==> config.mk <==
export PLATFORM = sky130hd
export DESIGN_NAME = noise_wave_gen_flat
export DESIGN_NICKNAME = d
export VERILOG_FILES = /design/src/rtl/noise_wave_gen_pkg.sv /design/src/rtl/noise_wave_gen_if.sv /design/src/rtl/noise_wave_gen_tick_divider.sv /design/src/rtl/noise_wave_gen.sv /design/src/flat_wrapper.sv
export SDC_FILE = /design/constraint.sdc
export NUM_CORES = 1
export LEC_CHECK = 0
export ABC_AREA = 1
export BUFFER_PORTS_ARGS = -buffer_cell sky130_fd_sc_hd__buf_4
export CAP_MARGIN = 20
export CELL_PAD_IN_SITES_DETAIL_PLACEMENT = 0
export CELL_PAD_IN_SITES_GLOBAL_PLACEMENT = 1
export CORE_ASPECT_RATIO = 0.8
export CORE_UTILIZATION = 36
export DETAILED_ROUTE_END_ITERATION = 8
export GPL_TIMING_DRIVEN = 0
export PLACE_DENSITY_LB_ADDON = 0.1
export SLEW_MARGIN = 5
export SYNTH_ARGS = -nofsm -noshare
export SYNTH_HDL_FRONTEND = slang
export SYNTH_HIERARCHICAL = 1
export SYNTH_SLANG_ARGS = --single-unit
==> constraint.sdc <==
create_clock -name clk -period 3 [get_ports clk]
set_input_delay 0.3 -clock clk [delete_from_list [all_inputs] [get_ports clk]]
set_output_delay 0.3 -clock clk [all_outputs]
set_load 0.05 [all_outputs]
==> src/rtl/noise_wave_gen_pkg.sv <==
// noise_gen_pkg
// Shared types and constants for the noise/wave test-signal generator.
//   wave_sel_t   : base waveform selector encoding
//   buf_state_t  : output sample buffer occupancy
//   LFSR_W       : width of the upstream free-running LFSR
//   NOISE_OFFSET : bias removed from the LFSR value to centre the noise on 0
//   MAX_GAIN     : largest effective noise_gain code
package noise_gen_pkg;

    localparam int LFSR_W       = 5;
    localparam int NOISE_OFFSET = 16;
    localparam int MAX_GAIN     = 4;

    typedef enum logic [1:0] {
        WAVE_FLAT   = 2'd0,
        WAVE_SQUARE = 2'd1,
        WAVE_TRI    = 2'd2,
        WAVE_SAW    = 2'd3
    } wave_sel_t;

    typedef enum logic {
        BUF_EMPTY = 1'b0,
        BUF_FULL  = 1'b1
    } buf_state_t;

endpackage

==> src/rtl/noise_wave_gen_if.sv <==
// noise_wave_gen_if
// Valid/ready sample stream from the generator to the capture/trigger path.
//   sample_data  : sample value          (master -> slave)
//   sample_valid : sample_data is valid  (master -> slave)
//   sample_ready : consumer accepts      (slave -> master)
interface noise_wave_gen_if #(
    parameter int DATA_W = 8
) ();

    logic [DATA_W-1:0] sample_data;
    logic              sample_valid;
    logic              sample_ready;

    modport master (
        output sample_data,
        output sample_valid,
        input  sample_ready
    );

    modport slave (
        input  sample_data,
        input  sample_valid,
        output sample_ready
    );

endinterface

==> src/rtl/noise_wave_gen_tick_divider.sv <==
// tick_divider
// Programmable sample-rate timebase: one-cycle tick every div+1 cycles.
//   clk    : system clock
//   rst    : synchronous active-low reset
//   enable : run; when low the counter is held at 0 and no ticks occur
//   div    : tick period minus 1
//   tick   : asserted in the cycle where the count equals div
module tick_divider #(
    parameter int DIV_W = 16
) (
    input  logic             clk,
    input  logic             rst,
    input  logic             enable,
    input  logic [DIV_W-1:0] div,
    output logic             tick
);

    logic [DIV_W-1:0] cnt_q;

    // Compare against the live div value; if div is lowered below the current
    // count the counter simply runs on, wraps, and ticks when it meets div.
    assign tick = enable && (cnt_q == div);

    always_ff @(posedge clk) begin
        if (!rst) begin
            cnt_q <= '0;
        end else if (!enable || tick) begin
            cnt_q <= '0;
        end else begin
            cnt_q <= cnt_q + DIV_W'(1);
        end
    end

endmodule

==> src/rtl/noise_wave_gen.sv <==
// noise_wave_gen
// Synthetic oscilloscope test waveform: phase-accumulated base wave plus
// scaled LFSR noise, saturated, emitted at a programmable rate on a
// valid/ready stream, with a saturating count of samples dropped under
// backpressure.
//   clk        : system clock
//   rst        : synchronous active-low reset
//   enable     : run/hold generator
//   wave_sel   : 0 flat, 1 square, 2 triangle, 3 sawtooth
//   phase_inc  : phase step per sample tick
//   div        : tick period minus 1
//   noise_gain : 0 off, 1..4 noise shift 0..3, 5..7 behave as 4
//   lfsr_in    : current LFSR state
//   smp        : sample stream (master side)
//   drop_cnt   : saturating count of dropped samples
//
// Output buffer states:
//   state      | meaning
//   BUF_EMPTY  | no sample presented, sample_valid=0
//   BUF_FULL   | sample presented, sample_valid=1
module noise_wave_gen
    import noise_gen_pkg::*;
#(
    parameter int DATA_W = 8,
    parameter int DIV_W  = 16,
    parameter int CNT_W  = 8
) (
    input  logic              clk,
    input  logic              rst,
    input  logic              enable,
    input  logic [1:0]        wave_sel,
    input  logic [DATA_W-1:0] phase_inc,
    input  logic [DIV_W-1:0]  div,
    input  logic [2:0]        noise_gain,
    input  logic [LFSR_W-1:0] lfsr_in,
    noise_wave_gen_if.master  smp,
    output logic [CNT_W-1:0]  drop_cnt
);

    localparam int SUM_W = DATA_W + 3;

    logic                    tick;
    logic [DATA_W-1:0]       phase_q;
    logic [DATA_W-1:0]       data_q;
    logic [CNT_W-1:0]        drop_q;
    logic [DATA_W-1:0]       base;
    logic [DATA_W-1:0]       sat;
    logic [2:0]              gain_eff;
    logic signed [SUM_W-1:0] noise_raw;
    logic signed [SUM_W-1:0] noise_scaled;
    logic signed [SUM_W-1:0] sum_s;
    wave_sel_t               wave;
    buf_state_t              state_q;
    buf_state_t              state_d;
    logic                    load;
    logic                    drop;

    tick_divider #(
        .DIV_W(DIV_W)
    ) u_tick_divider (
        .clk    (clk),
        .rst    (rst),
        .enable (enable),
        .div    (div),
        .tick   (tick)
    );

    assign wave = wave_sel_t'(wave_sel);

    always_comb begin
        base = '0;
        case (wave)
            WAVE_FLAT:   base = {1'b1, {(DATA_W-1){1'b0}}};
            WAVE_SQUARE: base = {DATA_W{phase_q[DATA_W-1]}};
            WAVE_TRI:    base = phase_q[DATA_W-1] ? ~{phase_q[DATA_W-2:0], 1'b0}
                                                  :  {phase_q[DATA_W-2:0], 1'b0};
            WAVE_SAW:    base = phase_q;
        endcase
    end

    // Noise is the LFSR value re-centred to -16..15, then shifted by gain-1.
    // SUM_W leaves room for the largest shifted noise on top of a full-scale base.
    always_comb begin
        gain_eff     = (noise_gain > 3'(MAX_GAIN)) ? 3'(MAX_GAIN) : noise_gain;
        noise_raw    = $signed({{(SUM_W-LFSR_W){1'b0}}, lfsr_in})
                       - $signed(SUM_W'(NOISE_OFFSET));
        noise_scaled = '0;
        if (gain_eff != 3'd0) begin
            noise_scaled = noise_raw <<< (gain_eff - 3'd1);
        end
        sum_s = $signed({3'b000, base}) + noise_scaled;
        if (sum_s[SUM_W-1]) begin
            sat = '0;
        end else if (|sum_s[SUM_W-2:DATA_W]) begin
            sat = '1;
        end else begin
            sat = sum_s[DATA_W-1:0];
        end
    end

    always_comb begin
        state_d = state_q;
        load    = 1'b0;
        drop    = 1'b0;
        case (state_q)
            BUF_EMPTY: begin
                if (tick) begin
                    load    = 1'b1;
                    state_d = BUF_FULL;
                end
            end
            BUF_FULL: begin
                if (tick) begin
                    // A sample leaving this cycle frees the slot for the new one.
                    if (smp.sample_ready) begin
                        load = 1'b1;
                    end else begin
                        drop = 1'b1;
                    end
                end else if (smp.sample_ready) begin
                    state_d = BUF_EMPTY;
                end
            end
        endcase
    end

    always_ff @(posedge clk) begin
        if (!rst) begin
            state_q <= BUF_EMPTY;
            phase_q <= '0;
            data_q  <= '0;
            drop_q  <= '0;
        end else begin
            state_q <= state_d;
            // Phase advances on every tick, dropped or not, so the waveform
            // timebase is independent of consumer backpressure.
            if (tick) begin
                phase_q <= phase_q + phase_inc;
            end
            if (load) begin
                data_q <= sat;
            end
            if (drop && (drop_q != '1)) begin
                drop_q <= drop_q + CNT_W'(1);
            end
        end
    end

    assign smp.sample_data  = data_q;
    assign smp.sample_valid = (state_q == BUF_FULL);
    assign drop_cnt         = drop_q;

endmodule

==> src/flat_wrapper.sv <==
// flat-port wrapper written by rule: the top's interface ports become plain ports
module noise_wave_gen_flat import noise_gen_pkg::*;
#(
    parameter int DATA_W = 8,
    parameter int DIV_W  = 16,
    parameter int CNT_W  = 8
)
  (clk, rst, enable, wave_sel, phase_inc, div, noise_gain, lfsr_in, drop_cnt, smp_sample_data, smp_sample_valid, smp_sample_ready);
  noise_wave_gen_if #(.DATA_W(DATA_W)) smp_i ();
  input  logic clk;
  input  logic rst;
  input  logic enable;
  input  logic [1:0] wave_sel;
  input  logic [DATA_W-1:0] phase_inc;
  input  logic [DIV_W-1:0] div;
  input  logic [2:0] noise_gain;
  input  logic [LFSR_W-1:0] lfsr_in;
  output logic [CNT_W-1:0] drop_cnt;
  output wire logic [$bits(smp_i.sample_data)-1:0] smp_sample_data;
  output wire logic [$bits(smp_i.sample_valid)-1:0] smp_sample_valid;
  input wire logic [$bits(smp_i.sample_ready)-1:0] smp_sample_ready;
  assign smp_sample_data = smp_i.sample_data;
  assign smp_sample_valid = smp_i.sample_valid;
  assign smp_i.sample_ready = smp_sample_ready;
  noise_wave_gen #(.DATA_W(DATA_W), .DIV_W(DIV_W), .CNT_W(CNT_W)) u_core (.clk(clk), .rst(rst), .enable(enable), .wave_sel(wave_sel), .phase_inc(phase_inc), .div(div), .noise_gain(noise_gain), .lfsr_in(lfsr_in), .smp(smp_i), .drop_cnt(drop_cnt));
endmodule
**Word-level counts from Yosys, hierarchy flattened**

Index checks and enable logic that the tools add are counted.
W data, S select, Z words.

- Flip-flop bits (word level): 41
- Input port bits: 38
- Word-level logic and storage cells: 44

- Add/sub/neg operators: 6
- $lt $le $gt $ge: 1
- Eq/ne operators: 5
- Shift operators: 1
- Mux-type cells: 15
- Bitwise operators: 3
- Reduce and logical (&&, ||, !) cells: 8

Operators with widths:

| kind | count |
|---|---|
| $pmux W8 S4 | 1 |
| $mux W8 | 3 |
| $add A16 B1 Y16 const B | 1 |
| $eq A16 B16 Y1 | 1 |
| $add A9 B11 Y11 | 1 |
| $mux W11 | 1 |
| $sshl A11 B3 Y11 | 1 |
| $add A8 B1 Y8 const B | 1 |
| $add A8 B8 Y8 | 1 |
| $ne A8 B8 Y1 const B | 1 |
| $not A8 Y8 | 1 |
| $mux W1 | 7 |
| $sub A5 B5 Y6 const B | 1 |
| $eq A2 B2 Y1 const B | 2 |
| $pmux W1 S2 | 2 |
| $reduce_or A2 Y1 | 2 |
| $gt A3 B3 Y1 const B | 1 |
| $mux W3 | 1 |
| $reduce_bool A3 Y1 | 1 |
| $sub A3 B1 Y3 const B | 1 |
| $eq A2 B1 Y1 const B | 1 |
| $logic_and A1 B1 Y1 | 2 |
| $logic_not A2 Y1 | 1 |
| $not A1 Y1 | 2 |
| other kinds (2) | 2 |

**Longest topological paths before layout**

- Depth after elaboration: 9
- Depth in mapped cells: 21
- Mapped depth without buffers: 21

**Hierarchy**

The synthesis kept the hierarchy.

Modules (own cells, without submodules):

| module | instances | cells each | area each (um^2) | seq. area each (um^2) |
|---|---|---|---|---|
| noise_wave_gen | 1 | 327 | 2140.8 | 500.5 |
| tick_divider | 1 | 185 | 1114.8 | 320.3 |

**Worst setup path before layout**

OpenSTA, ideal clock, no wires.

- Kind: input -> register
- From: input noise_gain[2]
- To: register u_core.data_q[0] (netlist: u_core/smp.sample_data[0])
- Setup time: 0.132 ns
- Arrival time: 2.752 ns
- Slack: 0.115 ns
- Stages: 18
- Path buffers: 0
- Cells stage by stage: inv_2 nand2_2 ha_1 ha_1 nand2_1 nor2_1 ha_1 fa_1 nand3_1 nand2_1 nand3_1 nand2_1 inv_1 nand2_1 nand2_1 nand4_1 nand3_1 a21oi_1

- Word-level cells in the longest chain between the ends: 9

RTL lines:

| what | line | RTL |
|---|---|---|
| start: declaration | flat_wrapper.sv:16 | `input logic [2:0] noise_gain;` |
| $gt A3 B3 Y1 | noise_wave_gen.sv:84 | `gain_eff = (noise_gain > 3'(MAX_GAIN)) ? 3'(MAX_GAIN) : noise_gain;` |
| $mux W3 * | noise_wave_gen.sv:84 |  |
| $sub A3 B1 Y3 | noise_wave_gen.sv:89 | `noise_scaled = noise_raw <<< (gain_eff - 3'd1);` |
| $sshl A11 B3 Y11 | noise_wave_gen.sv:89 |  |
| $mux W11 * | noise_wave_gen.sv:88 | `if (gain_eff != 3'd0) begin` |
| $add A9 B11 Y11 * | noise_wave_gen.sv:91 | `sum_s = $signed({3'b000, base}) + noise_scaled;` |
| $reduce_or A2 Y1 | noise_wave_gen.sv:94 | `end else if (\|sum_s[SUM_W-2:DATA_W]) begin` |
| $mux W8 | noise_wave_gen.sv:94 |  |
| $mux W8 * | noise_wave_gen.sv:92 | `if (sum_s[SUM_W-1]) begin` |
| end signal: assignment | noise_wave_gen.sv:141 | `data_q <= sat;` |
| end: declaration | noise_wave_gen.sv:44 | `logic [DATA_W-1:0] data_q;` |

Mark *: on every way between the ends. The rest lies on a longest branch, timed or not.
A chain may end at the register's enable or synchronous reset.

**Worst setup path in the final report**

- From: input noise_gain[2]
- To: register u_core.data_q[5] (netlist: u_core/smp.sample_data[5])

Same word-level chain as after synthesis.

==> run_results.csv <==
group,metric,value,unit
outcome,status,"finished, final reports clean",
die,die_h,87.1,µm
sta,finalCritPeriodShare,0.916,
power_and_ir_drop,power_frac_seq,0.409,
drt,postRouteAntennaNets,0,
sta,relSlewSlack,0.675,
synth,syn-cell-area,0.00326,mm²
placement,placed_cell_area,0.00380,mm²
drt,vias,3165,
placement,place.gp.congestion,0.823,
final_layout,fill_cells,900,
die,coreArea,0.00863,mm²
cts,numCtsBuffers,5,
cts,clock-root-buffer,"clkbuf_16",
drt,viasPerCell,4.61,
grt,gr-usage-met3,0.0389,
synth,yosys_warnings,6,
grt,grt_pass1_vias,2811,
synth,ys_seq_area_frac,0.252,
final_layout,finalNonFillerCells,686,
synth,ys_types,33,
drt,drc_errors,0,
synth,postSynthCellCount,512,
sta,skew,0.00826,ns
critical_path,arrival,2.95,ns
power_and_ir_drop,p_int,0.000982,W
power_and_ir_drop,finalPower,0.00134,W
power_and_ir_drop,p_leak,1.87,nW
grt,use_met1,0.255,
grt,antenna_found_initial,0,
critical_path,end_kind,"register",
synth,synth_compound_area_frac,0.126,
cts,cts.reportedPaths.clkPinSlew,0.06,ns
sta,worst_pin_slew,0.488,ns
die,die_w,108,µm
grt,grt_max_degree,13,
final_layout,layout.nets,633,
die,dieArea,0.00943,mm²
drt,dr.first_iter.drc_count,102,
placement,port_buffers,54,
sta,rsz0062_at_grt,"false",
critical_path,critPathLaunchType,"input pin",
sta,finalSetupViolations,0,
synth,yosys.area_share.simple,0.343,
grt,grt_overflow,0,
cts,clk_latency,0.28,ns
cts,cts-hold-fix-buffers,0,
power_and_ir_drop,netSwitchingPower,0.000356,W
die,start_util,0.377,
critical_path,crit_slowest_cell,"ha_4",
final_layout,drive_gt1_frac,0.192,
power_and_ir_drop,p_per_area,332,mW/mm²
final_layout,ff_latch_area,822,µm²
cts,clk_path_buf_depth,2,
final_layout,antenna_cells,0,
sta,whs,0.360,ns
critical_path,cp_max_fo,9,
die,num_io_pins,55,
sta,fmax,364,MHz
placement,dp_cells,678,
sta,fin_crit,2.75,ns
power_and_ir_drop,p_comb_frac,0.193,
critical_path,path_cells,"buf_4, inv_4, nand2_4, ha_1, ha_4, nand2_2, nor2_1, ha_1, fa_2, nand3_1, nand2_1, nand3_1, nand2_2, nand3_2, inv_2, nand3b_1, nand2_2, nand3_1, a21oi_1",
grt,grt.busiest_layer,"met1",
grt,grt_pass1_wl,12800,µm
power_and_ir_drop,clockPowerShare,0.398,
synth,synthXorXnorAreaFrac,0.0753,
critical_path,crit_type,"input pin to register",
drt,drt-pass1-iter-count,4,
final_layout,design_area,0.00403,mm²
power_and_ir_drop,peakVddDrop,0.376,mV
flow_run,maxCapViolCount,0,
sta,slew_viol_final,0,
critical_path,cp_top_family,"simple AND/OR/NAND/NOR gates",
synth,synth_top_family_by_area,"simple AND/OR/NAND/NOR gates",
cts,htreeDepth,2,
critical_path,crit_buf_inv,3,
synth,syn_avg_cell_area,6.36,µm²
placement,hpwl,6250,µm
drt,drt-total-wl,7640,µm
synth,synth_seq_cells,41,
cts,clock_sinks,41,
final_layout,area_growth,23.9,%
die,rows,30,
synth,synth_top_area_frac,0.252,
critical_path,cpPeakStageDelay,0.29,ns
sta,hold_viol,0,
power_and_ir_drop,switching_share,0.266,
final_layout,utilization,0.467,
synth,synth_top_area_cell,"dfxtp_1",
final_layout,multi_input_area,0.00212,mm²
synth,syn-num-nets,571,
synth,muxShareOfSynthArea,0,
synth,synth-adder-area-share,0.0853,
hold_path,hold_path_class,"input pin to register",
grt,grt_use_met2,0.251,
drt,routedWlPerCell,11.1,µm
cts,cts_tree,"done",
synth,ys_top_cells_by_area,"dfxtp_1, nand2_1, inv_1",
grt,grt.total_usage,0.172,
critical_path,required,3.20,ns
routing by layer:
layer,part of all wire,vias up
li1,-,1752
met1,0.55,1363
met2,0.40,48
met3,0.046,2
met4,0.0038,0
met5,0,-
cell families (layout without fill, tap and decap cells):
group,after synthesis,count (layout)
xor gates and xnor gates,28,28
buffers and inverters,98,160
and+or+nand+nor,251,251
adders and majority gates,21,21
DFF,41,41
AOI/OAI and AO/OA,73,73
registers in the layout (all words and copies together), names as in the netlist:
name                         flops
u_core/smp.sample_data           8
u_core/smp.sample_valid          1
u_core/phase_q                   8
u_core/u_tick_divider/cnt_q     16
u_core/drop_cnt                  8
synthesized netlist by cell type:
| library cell | count |
|---|---|
| a21oi_1 | 35 |
| a21o_1 | 1 |
| nand2_1 | 134 |
| ha_1 | 19 |
| o221ai_1 | 6 |
| nand3b_1 | 2 |
| nor3_1 | 6 |
| nand2_2 | 5 |
| nand3_2 | 5 |
| nand4_1 | 12 |
| and2_1 | 1 |
| nor3b_1 | 1 |
| nor2_4 | 1 |
| fa_1 | 2 |
| buf_12 | 1 |
| o211ai_1 | 3 |
| dfxtp_1 | 41 |
| xnor2_1 | 14 |
| xor2_1 | 14 |
| nor2_1 | 47 |
| o21bai_1 | 1 |
| nor2_2 | 13 |
| nand2_4 | 1 |
| o21ai_0 | 18 |
| or2_2 | 1 |
| o21ai_2 | 2 |
| inv_2 | 5 |
| o22ai_1 | 3 |
| nor4_1 | 1 |
| inv_1 | 88 |
| clkbuf_1 | 4 |
| nand3_1 | 21 |
| o21ai_1 | 4 |
per-stage QoR:
stage | TNS [ns] | setup slack (ns)
2_1_floorplan | 0 | 0.115
3_3_place_gp | -2.45 | -0.324
3_5_place_dp | -2.65 | -0.361
4_1_cts | 0 | 0.00299
5_1_grt | 0 | 0.0119
6_report | 0 | 0.253
power groups by stage:
stage	registers, W	clock network, W	logic, W
after floorplan	0.000559	0	0.000156
after global placement	0.000560	0	0.000234
after detailed placement	0.000560	0	0.000236
after CTS	0.000547	0.000547	0.000239
after global routing	0.000547	0.000570	0.000290
final	0.000548	0.000533	0.000258
repair_timing:
item                                    CTS  global route
resized for setup                         2            13
pin swaps                                 0             2
buffers inserted                          0             2
endpoints found under the setup margin    8             8
gates cloned                              0             0
worst min-delay path, stage by stage:
cell and delay, ns:
buf_4 0.08, inv_1 0.03, nand2_1 0.10, a21oi_1 0.08
layout make-up:
type                    count  share of cell area
multi-input cells         373               0.526
flip-flops and latches     41               0.204
repair buffers             56               0.104
inverters                  93              0.0872
well taps                 112              0.0347
clock buffers               6              0.0344
plain buffers               4             0.00775
clock inverters             1             0.00186
placed cells by master, fill, tap and decap left out, types with 2 or more instances in the layout:
cell type,netlist,routed
nand4_1,12,12
nor3_1,6,6
clkbuf_16,0,5
nand2_4,1,2
nand3_2,5,5
inv_2,5,5
o21ai_2,2,2
inv_1,88,87
o22ai_2,0,2
nand3b_1,2,2
xor2_1,14,14
xnor2_1,14,14
nand3_1,21,21
nand2_2,5,8
dfxtp_1,41,40
clkbuf_1,4,3
buf_4,0,56
a21oi_1,35,34
o221ai_1,6,6
nor2_1,47,47
nand2_1,134,130
ha_1,19,16
nor2_2,13,13
o21ai_1,4,4
ha_4,0,3
o211ai_1,3,3
o21ai_0,18,18
path summary, 6_finish.rpt:
kind,start,endpoint,slack (ns),depth (start not counted)
hold / removal,smp_sample_ready,u_core/smp.sample_valid,0.36,4
setup reg to reg,u_core/phase_q[7],u_core/smp.sample_data[5],0.30,17
setup / recovery,noise_gain[2],u_core/smp.sample_data[5],0.25,19
hold reg to reg,u_core/smp.sample_data[7],u_core/smp.sample_data[7],0.47,2
No activity file was read; power rests on OpenSTA's default activity.
